### src/rtl/audio_pkg.sv
// Shared definitions for the audio effect-chain sequencers: state encoding,
// default sample width and drop-counter width.
package audio_pkg;

  localparam int DATA_WIDTH = 16;
  localparam int DROP_W     = 8;

  typedef enum logic [2:0] {
    ST_IDLE,
    ST_READ,
    ST_CAPTURE,
    ST_START,
    ST_WAIT,
    ST_HANDOFF
  } sched_state_t;

endpackage

### src/rtl/sched_watchdog.sv
// Cycle watchdog: counts enabled cycles since the last clear and flags the
// cycle whose count would reach the limit. A clear in that cycle wins.
module sched_watchdog #(
  parameter int W = 10
) (
  input  logic         clk,
  input  logic         reset,
  input  logic         i_clr,
  input  logic         i_en,
  input  logic [W-1:0] i_limit,
  output logic         o_expire
);

  logic [W-1:0] r_cnt;

  always_ff @(posedge clk) begin
    if (!reset)     r_cnt <= '0;
    else if (i_clr) r_cnt <= '0;
    else if (i_en)  r_cnt <= r_cnt + W'(1);
  end

  assign o_expire = i_en && !i_clr && (r_cnt == i_limit - W'(1));

endmodule

### src/rtl/effect_scheduler.sv
// Per-sample sequencer: pops one FIFO sample per tick, runs both effect
// engines, collects both results and hands the pair to the mixer.
module effect_scheduler
  import audio_pkg::*;
#(
  parameter int data_width     = DATA_WIDTH,
  parameter int timeout_cycles = 1023
) (
  input  logic                  clk,
  input  logic                  reset,
  input  logic                  i_sample_tick,
  input  logic                  i_fifo_empty,
  output logic                  o_fifo_rd,
  input  logic [data_width-1:0] i_fifo_data,
  output logic                  o_eff_start,
  output logic [data_width-1:0] o_eff_data,
  input  logic                  i_eff0_done,
  input  logic                  i_eff1_done,
  input  logic [data_width-1:0] i_eff0_data,
  input  logic [data_width-1:0] i_eff1_data,
  output logic                  o_dv_to_mix,
  output logic [data_width-1:0] o_data_sw0,
  output logic [data_width-1:0] o_data_sw1,
  input  logic                  i_mix_read_done,
  output logic                  o_busy,
  output logic [DROP_W-1:0]     o_drop_cnt,
  output logic                  o_timeout
);

  localparam int WD_W = $clog2(timeout_cycles + 1);

  sched_state_t r_state;
  logic         r_f0, r_f1;
  logic         w_pair_done, w_wd_clr, w_wd_en, w_expire, w_drop;

  // A flag counts as set in the same cycle its strobe arrives, so both
  // strobes landing together complete the pair immediately.
  assign w_pair_done = (r_state == ST_WAIT) && (r_f0 || i_eff0_done) && (r_f1 || i_eff1_done);
  assign w_wd_clr    = (r_state == ST_START) || w_pair_done;
  assign w_wd_en     = (r_state == ST_WAIT) || (r_state == ST_HANDOFF);
  assign w_drop      = i_sample_tick && ((r_state != ST_IDLE) || i_fifo_empty);

  sched_watchdog #(.W(WD_W)) u_wd (
    .clk      (clk),
    .reset    (reset),
    .i_clr    (w_wd_clr),
    .i_en     (w_wd_en),
    .i_limit  (WD_W'(timeout_cycles)),
    .o_expire (w_expire)
  );

  always_ff @(posedge clk) begin
    if (!reset) begin
      r_state     <= ST_IDLE;
      r_f0        <= 1'b0;
      r_f1        <= 1'b0;
      o_fifo_rd   <= 1'b0;
      o_eff_start <= 1'b0;
      o_eff_data  <= '0;
      o_dv_to_mix <= 1'b0;
      o_data_sw0  <= '0;
      o_data_sw1  <= '0;
      o_busy      <= 1'b0;
      o_drop_cnt  <= '0;
      o_timeout   <= 1'b0;
    end else begin
      o_fifo_rd   <= 1'b0;
      o_eff_start <= 1'b0;
      o_timeout   <= 1'b0;
      if (w_drop && (o_drop_cnt != '1)) o_drop_cnt <= o_drop_cnt + DROP_W'(1);

      case (r_state)
        ST_IDLE: begin
          if (i_sample_tick && !i_fifo_empty) begin
            r_state   <= ST_READ;
            o_fifo_rd <= 1'b1;
            o_busy    <= 1'b1;
          end
        end
        ST_READ: r_state <= ST_CAPTURE;
        ST_CAPTURE: begin
          o_eff_data  <= i_fifo_data;
          r_f0        <= 1'b0;
          r_f1        <= 1'b0;
          o_eff_start <= 1'b1;
          r_state     <= ST_START;
        end
        ST_START: r_state <= ST_WAIT;
        ST_WAIT: begin
          if (w_expire) begin
            o_timeout <= 1'b1;
            r_f0      <= 1'b0;
            r_f1      <= 1'b0;
            o_busy    <= 1'b0;
            r_state   <= ST_IDLE;
          end else begin
            // Only the first strobe per engine is kept.
            if (i_eff0_done && !r_f0) begin
              r_f0       <= 1'b1;
              o_data_sw0 <= i_eff0_data;
            end
            if (i_eff1_done && !r_f1) begin
              r_f1       <= 1'b1;
              o_data_sw1 <= i_eff1_data;
            end
            if (w_pair_done) begin
              o_dv_to_mix <= 1'b1;
              r_state     <= ST_HANDOFF;
            end
          end
        end
        ST_HANDOFF: begin
          if (w_expire || i_mix_read_done) begin
            o_timeout   <= w_expire;
            o_dv_to_mix <= 1'b0;
            r_f0        <= 1'b0;
            r_f1        <= 1'b0;
            o_busy      <= 1'b0;
            r_state     <= ST_IDLE;
          end
        end
        default: begin
          o_busy  <= 1'b0;
          r_state <= ST_IDLE;
        end
      endcase
    end
  end

endmodule

### config.mk
export PLATFORM = sky130hd
export DESIGN_NAME = effect_scheduler
export DESIGN_NICKNAME = d
export VERILOG_FILES = /design/src/rtl/audio_pkg.sv /design/src/rtl/sched_watchdog.sv /design/src/rtl/effect_scheduler.sv
export SDC_FILE = /design/constraint.sdc
export NUM_CORES = 1
export LEC_CHECK = 0
export CAP_MARGIN = 20
export CORE_UTILIZATION = 48
export DETAILED_ROUTE_END_ITERATION = 8
export GPL_ROUTABILITY_DRIVEN = 1
export GPL_TIMING_DRIVEN = 0
export PLACE_DENSITY_LB_ADDON = 0.3
export RECOVER_POWER = 50
export SYNTH_ARGS = -nofsm -noshare
export SYNTH_HDL_FRONTEND = slang
export SYNTH_HIERARCHICAL = 1
export SYNTH_SLANG_ARGS = --single-unit
### constraint.sdc
create_clock -name clk -period 5.5 [get_ports clk]
set_input_delay 0.825 -clock clk [delete_from_list [all_inputs] [get_ports clk]]
set_output_delay 0.825 -clock clk [all_outputs]
set_load 0.01 [all_outputs]
==> metrics.cfg, run 1 <==
[power]
netSwitchingFraction_pct = 29.74
power_frac_comb_pct = 22.6
power.total_mw = 1.274
p_leak_nw = 2.225
power_switching_uw = 378.8
p_int_uw = 894.8
power.density_nw_per_um2 = 264.0
pwr-share-seq_pct = 48.0
ir_worst_vdd_mv = 0.2215
pwr-share-clk_pct = 29.4

[logic_synthesis]
synth_cell_types = 50
synth.most_common_cell = dfxtp_1
syn_inst = 360
synth-seq-cells = 76
syn_avg_cell_area_um2 = 9.155
synth_top_area_cell = dfxtp_1
netlist.area_leader.share_pct = 46.17
synth.area.top_cells = dfxtp_1 (46%), mux2i_1 (11%), nor2_1 (6.2%)
yosysSeqAreaShare_pct = 46.17
ys_async_sr_fraction_pct = 0
ys.flop_type = dfxtp_1
ys.warnings.count = 6
synth_edf_count = 0
netlist_area_um2 = 3296
ys_top_cells_by_count = dfxtp_1 (76), nor2_1 (54), nand2_1 (43)

[run]
cap_violations = 0

[drt]
vias_per_cell = 5.072
wirelength_mm = 8.368
drt_iter0_drc = 222
wl_per_cell_um = 13.97
drc_errors = 5
firstDrtPassIters = 7
dr_total_vias = 3038
ant_nets = 0

[clock_network]
cts_resized = 0
cts-root-buf = clkbuf_8
clk_pin_slew_ns = 0.07
cts-buffers-inserted = 9
clock-sinks = 76
post_cts_buffers = 0
clk_latency_ns = 0.35
cts_tree = built
cts_hold_buf = 0
htreeDepth = 3
clk_path_buf_depth = 2

[sta]
rsz0062_at_grt = false
hold_violations = 0
period_minus_slack_ns = 3.556
period_share_pct = 64.66
worst_pin_slew_ns = 0.6795
layout_setup_ws_ns = 1.944
relSlewSlack_pct = 54.70
fmax_mhz = 281.2
finalSetupTns_ns = 0
clock_skew_ns = 0.009015
maxSlewViolCount = 0
setup_violations = 0
holdWs_ns = 0.4581

[global_route]
grt_antenna_before_repair = 0
grt_use_total_pct = 24.76
grt_pass1_vias = 3115
grt_max_degree = 15
grt_pass1_wl_mm = 14.01
grt_overflow = 0

[final_layout]
finalInstanceArea_um2 = 4823
multi_input_area_um2 = 1744
fill_cells = 500
layout-drive-gt1-share_pct = 6.705
register_area_um2 = 1521
final_net_count = 575
syn_to_final_growth_pct = 46.36
diodes = 0

[floorplan]
rows = 29
dieHeight_um = 84.86
die-area_um2 = 7201
start_util_pct = 50.74
io_pins = 116
die_w_um = 84.86
coreArea_um2 = 6495

[placement]
hpwl_mm = 6.201
io_buffers = 115
place_congestion = 0.8020
dp_slack_ns = 1.654
dpl-instance-area_um2 = 4659

[worst_setup_path]
endpoint_kind = flop
timing.critical_path.arrival_ns = 3.77
cp_max_fo = 10
critical_path_class = in -> reg
worstPathRequired_ns = 5.71
startpoint_type = primary input

[hold_path]
hp-class = reg -> reg

[run_status]
violations = DRC
status = finished with violations

-- layer usage --
layer	vias up	track usage (%)	part of all wire, %
met2	90	45.23	51
met5	-	0	0
met1	1411	26.52	41
met3	17	8.949	6.7
li1	1520	-	-
met4	0	8.166	1.9
-- stage by stage --
stage,util (%),cells
after CTS,74.44,599
after detailed placement,71.74,583
after global placement,71.74,583
after global routing,74.26,599
final,74.26,599
after floorplan,-,391
-- state kept, by name (all words and copies together) (netlist names) --
name and count:
o_data_sw0 16, o_eff_data 16, u_wd/r_cnt 10, o_busy 1, o_timeout 1, o_dv_to_mix 1
o_fifo_rd 1, r_state 3, r_f1 1, o_eff_start 1, r_f0 1, o_data_sw1 16
o_drop_cnt 8
-- worst paths after layout --
check	startpoint	end	slack [ns]	cells past startpoint
setup / recovery	i_eff0_done	o_data_sw1[12]$_SDFFE_PN0P_	1.94	13
hold / removal	o_eff_data[1]$_SDFFE_PN0P_	o_eff_data[1]$_SDFFE_PN0P_	0.46	2
hold reg to reg	o_eff_data[1]$_SDFFE_PN0P_	o_eff_data[1]$_SDFFE_PN0P_	0.46	2
setup reg to reg	r_state[1]$_SDFFE_PN0P_	o_data_sw1[12]$_SDFFE_PN0P_	2.25	13
-- cells by family after synthesis --
kind of cell	share of synthesized area (%)
DFF	46.17
AOI/OAI and AO/OA	9.226
muxes	10.63
buffers and inverters	4.214
xor gates and xnor gates	6.378
other	0.1138
and+or+nand+nor	22.13
adders and majority gates	1.139
-- cells in the final DEF, fill, tap and decap left out, drive strengths merged, types with 3 or more instances in the layout --
cell           Yosys  routed
a21oi             25      25
and3               4       4
buf               10       9
clkbuf             8      18
clkdlybuf4s50      0      65
clkinv             0       4
conb               1      32
dfxtp             76      76
dlygate4sd3        0      50
ha                 3       3
inv                7       8
mux2i             35      35
nand2             44      44
nand3              8       8
nand3b             6       6
nand4              6       6
nor2              56      56
o21ai              8       8
o31ai              4       4
or3                3       3
or4                6       6
xnor2              9       9
xor2              15      15
-- layout make-up --
class | instances | share of cell area (%)
clock inverters | 7 | 1.064
clock buffers | 9 | 2.568
multi-input cells | 290 | 36.16
flip-flops and latches | 76 | 31.54
plain buffers | 18 | 2.257
well taps | 77 | 1.997
inverters | 7 | 0.5447
repair buffers | 115 | 23.87
-- power by group through the flow --
stage	combinational (mW)	sequential [mW]	clock, mW
after floorplan	0.148	0.636	0
after global placement	0.283	0.624	0
after detailed placement	0.292	0.625	0
after CTS	0.297	0.613	0.384
after global routing	0.314	0.617	0.409
final	0.288	0.611	0.375
-- worst max-delay path, stage by stage --
cell and delay (ns):
clkdlybuf4s50_1 0.44, nor2_1 0.12, or4_4 0.15, nand2_1 0.08
nand4b_1 0.18, or4_1 0.52, a221oi_2 0.54, nor4b_4 0.12
nand3b_1 0.12, buf_4 0.19, buf_6 0.18, mux2i_1 0.22
nor2_1 0.06
Note: power is estimated with default switching activity, not from simulation.
==> run 2, diff against run 1 <==
--- a/config.mk
+++ b/config.mk
@@ -6,7 +6,7 @@
 export NUM_CORES = 1
 export LEC_CHECK = 0
 export CAP_MARGIN = 20
-export CORE_UTILIZATION = 48
+export CORE_UTILIZATION = 41
 export DETAILED_ROUTE_END_ITERATION = 8
 export GPL_ROUTABILITY_DRIVEN = 1
 export GPL_TIMING_DRIVEN = 0
==> constraint.sdc (replaced) <==
create_clock -name clk -period 3.2 [get_ports clk]
set_input_delay 0.48 -clock clk [delete_from_list [all_inputs] [get_ports clk]]
set_output_delay 0.48 -clock clk [all_outputs]
set_load 0.01 [all_outputs]
==> run 2 against run 1 <==
The run now ends clean. Critical endpoint is now o_data_sw1[14]$_SDFFE_PN0P_. Via count is 0.63% lower. Clock power up 93%. Critical path type is now reg -> reg. Critical path depth stayed put.
==> metrics.cfg, run 2 (synthesis results as in run 1) <==
[worst_setup_path]
endpoint = o_data_sw1[14]$_SDFFE_PN0P_  ; was o_data_sw1[12]$_SDFFE_PN0P_
r2r_end = o_data_sw1[14]$_SDFFE_PN0P_  ; was o_data_sw1[12]$_SDFFE_PN0P_
worstPathRequired_ns = 3.43  ; was 5.71 ns
cp_max_fo = 10  ; unchanged
timing.critical_path.arrival_ns = 3.24  ; was 3.77 ns
rrSetupSlack_ns = 0.19  ; was 2.25 ns
startpoint = r_state[1]$_SDFFE_PN0P_  ; was i_eff0_done
startpoint_type = flop  ; was primary input
critical_path_class = reg -> reg  ; was in -> reg
rr_worst_depth = 13  ; unchanged
r2r-start = r_state[1]$_SDFFE_PN0P_  ; unchanged
endpoint_kind = flop  ; unchanged

[drt]
vias_per_cell = 4.815  ; was 5.072
firstDrtPassIters = 4  ; was 7
drt_iter0_drc = 63  ; was 222
wirelength_mm = 8.018  ; was 8.368 mm
wl_per_cell_um = 12.79  ; was 13.97 um
dr_total_vias = 3019  ; was 3038
drc_errors = 0  ; was 5
ant_nets = 0  ; unchanged

[final_layout]
final_net_count = 579  ; was 575
layout_common_cells = dfxtp_1 (76), clkdlybuf4s50_1 (68), nor2_1 (54)  ; was dfxtp_1 (76), clkdlybuf4s50_1 (65), nor2_1 (54)
diodes = 0  ; unchanged
final_common_cell = dfxtp_1  ; unchanged
finish.utilization_pct = 63.11  ; was 74.26%
fill_cells = 669  ; was 500
reg_top3 = o_data_sw0: 16 flops, o_data_sw1: 16 flops, o_eff_data: 16 flops  ; unchanged
syn_to_final_growth_pct = 48.75  ; was 46.36%
layout-drive-gt1-share_pct = 6.667  ; was 6.705%

[power]
power.total_mw = 2.254  ; was 1.274 mW
power_switching_uw = 643.4  ; was 378.8 uW
ir_worst_vdd_mv = 0.2368  ; was 0.2215 mV
power_frac_comb_pct = 21.2  ; was 22.6%
power.density_nw_per_um2 = 459.7  ; was 264.0 nW/um2
p_int_mw = 1.610  ; was 894.8 uW
pwr-share-seq_pct = 46.7  ; was 48.0%
netSwitchingFraction_pct = 28.55  ; was 29.74%
p_leak_nw = 2.245  ; was 2.225 nW
pwr-share-clk_pct = 32.1  ; was 29.4%

[clock_network]
htreeDepth = 3  ; unchanged
clk_path_buf_depth = 2  ; unchanged
cts-root-buf = clkbuf_8  ; unchanged
cts_hold_buf = 0  ; unchanged
cts-buffers-inserted = 9  ; unchanged
clk_latency_ns = 0.36  ; was 0.35 ns
clock-sinks = 76  ; unchanged
clk_pin_slew_ns = 0.08  ; was 0.07 ns
cts_tree = built  ; unchanged

[global_route]
grt_antenna_before_repair = 0  ; unchanged
grt_overflow = 0  ; unchanged
grt_pass1_vias = 2897  ; was 3115
grt_pass1_wl_mm = 13.20  ; was 14.01 mm
grt_use_total_pct = 20.09  ; was 24.76%
grt_max_degree = 14  ; was 15

[run]
cap_violations = 0  ; unchanged

[floorplan]
start_util_pct = 42.43  ; was 50.74%
rows = 32  ; was 29
io_pins = 116  ; unchanged
die-area_um2 = 8401  ; was 7201 um2
die_w_um = 91.66  ; was 84.86 um
dieHeight_um = 91.66  ; was 84.86 um
coreArea_um2 = 7767  ; was 6495 um2

[sta]
rsz0062_at_grt = false  ; unchanged
maxSlewViolCount = 0  ; unchanged
clock_skew_ns = 0.01616  ; was 0.009015 ns
period_minus_slack_ns = 3.009
period_share_pct = 94.04
relSlewSlack_pct = 49.70  ; was 54.70%
worst_pin_slew_ns = 0.7528  ; was 0.6795 ns
finalSetupTns_ns = 0  ; unchanged
hold_violations = 0  ; unchanged
fmax_mhz = 332.3
setup_violations = 0  ; unchanged

[placement]
place_congestion = 0.8073  ; was 0.8020
hpwl_mm = 5.988  ; was 6.201 mm
io_buffers = 115  ; unchanged

[hold_path]
hp-class = reg -> reg  ; unchanged

[run_status]
status = finished clean  ; was finished with violations

[run 2: cell count changes in the layout (fill, tap and decap cells not counted), sizes merged]
cell	delta
buf	+2
bufinv	+1
clkbuf	+2
clkdlybuf4s50	+3
clkinv	-1
clkinvlp	-1
dlygate4sd3	-3
[run 2: worst min path at each step]
| stage | startpoint | slack, ns | to | cells after the start |
|---|---|---|---|---|
| 2_1_floorplan | r_f0$_SDFFE_PN0P_ | 0.45 | r_f0$_SDFFE_PN0P_ | 2 |
| 3_3_place_gp | o_eff_data[14]$_SDFFE_PN0P_ | 0.44 | o_eff_data[14]$_SDFFE_PN0P_ | 2 |
| 3_5_place_dp | o_eff_data[9]$_SDFFE_PN0P_ | 0.45 | o_eff_data[9]$_SDFFE_PN0P_ | 2 |
| 4_1_cts | o_eff_data[9]$_SDFFE_PN0P_ | 0.46 | o_eff_data[9]$_SDFFE_PN0P_ | 2 |
| 5_1_grt | o_eff_data[2]$_SDFFE_PN0P_ | 0.48 | o_eff_data[2]$_SDFFE_PN0P_ | 2 |
| 6_report | o_eff_data[9]$_SDFFE_PN0P_ | 0.45 | o_eff_data[9]$_SDFFE_PN0P_ | 2 |
[run 2: metal layers]
metal	track usage, %	vias up	share of wire, %
li1	-	1518	-
met1	22.00	1399	41
met3	7.960	15	7.3
met2	34.46	87	49
met4	8.333	0	2.2
met5	0	-	0
[run 2: power groups by stage]
stage	sequential [mW]	combinational [mW]	clock, mW
after floorplan	1.09	0.254	0
after global placement	1.07	0.486	0
after detailed placement	1.08	0.496	0
after CTS	1.06	0.499	0.739
after global routing	1.06	0.526	0.786
final	1.05	0.479	0.723
[run 2: repair_timing]
item,in CTS,in global routing
pin swaps,0,0
endpoints found under the setup margin,10,20
resized for setup,1,0
cloned,0,0
endpoints found under the hold margin,0,0
buffers inserted,0,4
[run 2: worst max-delay path, stage by stage (launching register included)]
cell,delay [ns]
dfxtp_1,0.41
buf_6,0.16
nand2b_4,0.15
or4_4,0.14
nand2_1,0.07
nand4b_1,0.17
or4_1,0.57
a221oi_4,0.35
nor4b_4,0.10
nand3b_1,0.10
buf_4,0.18
buf_6,0.19
mux2i_1,0.23
nor2_1,0.05
[run 2: final cells by class]
type                            instances  area [um2]  area share (%)
Inverter                                7       26.28          0.5360
Multi-Input combinational cell        290        1750           35.71
Sequential cell                        76        1521           31.04
Buffer                                 18       106.4           2.169
Timing Repair Buffer                  119        1181           24.09
Clock inverter                          6       65.06           1.327
Clock buffer                            9       123.9           2.527
Tap cell                              102       127.6           2.603
[run 2: per-stage QoR]
step	hold WS [ns]	instances	setup WS (ns)	instance area (um2)
CTS	0.4570	623	0.08268	4891
detailed placement	0.4466	608	-0.3953	4691
global placement	0.4416	608	-0.2848	4691
global route	0.4785	627	0.02390	4902
floorplan	0.4504	391	0.4422	3412
finish	0.4547	627	0.1907	4902
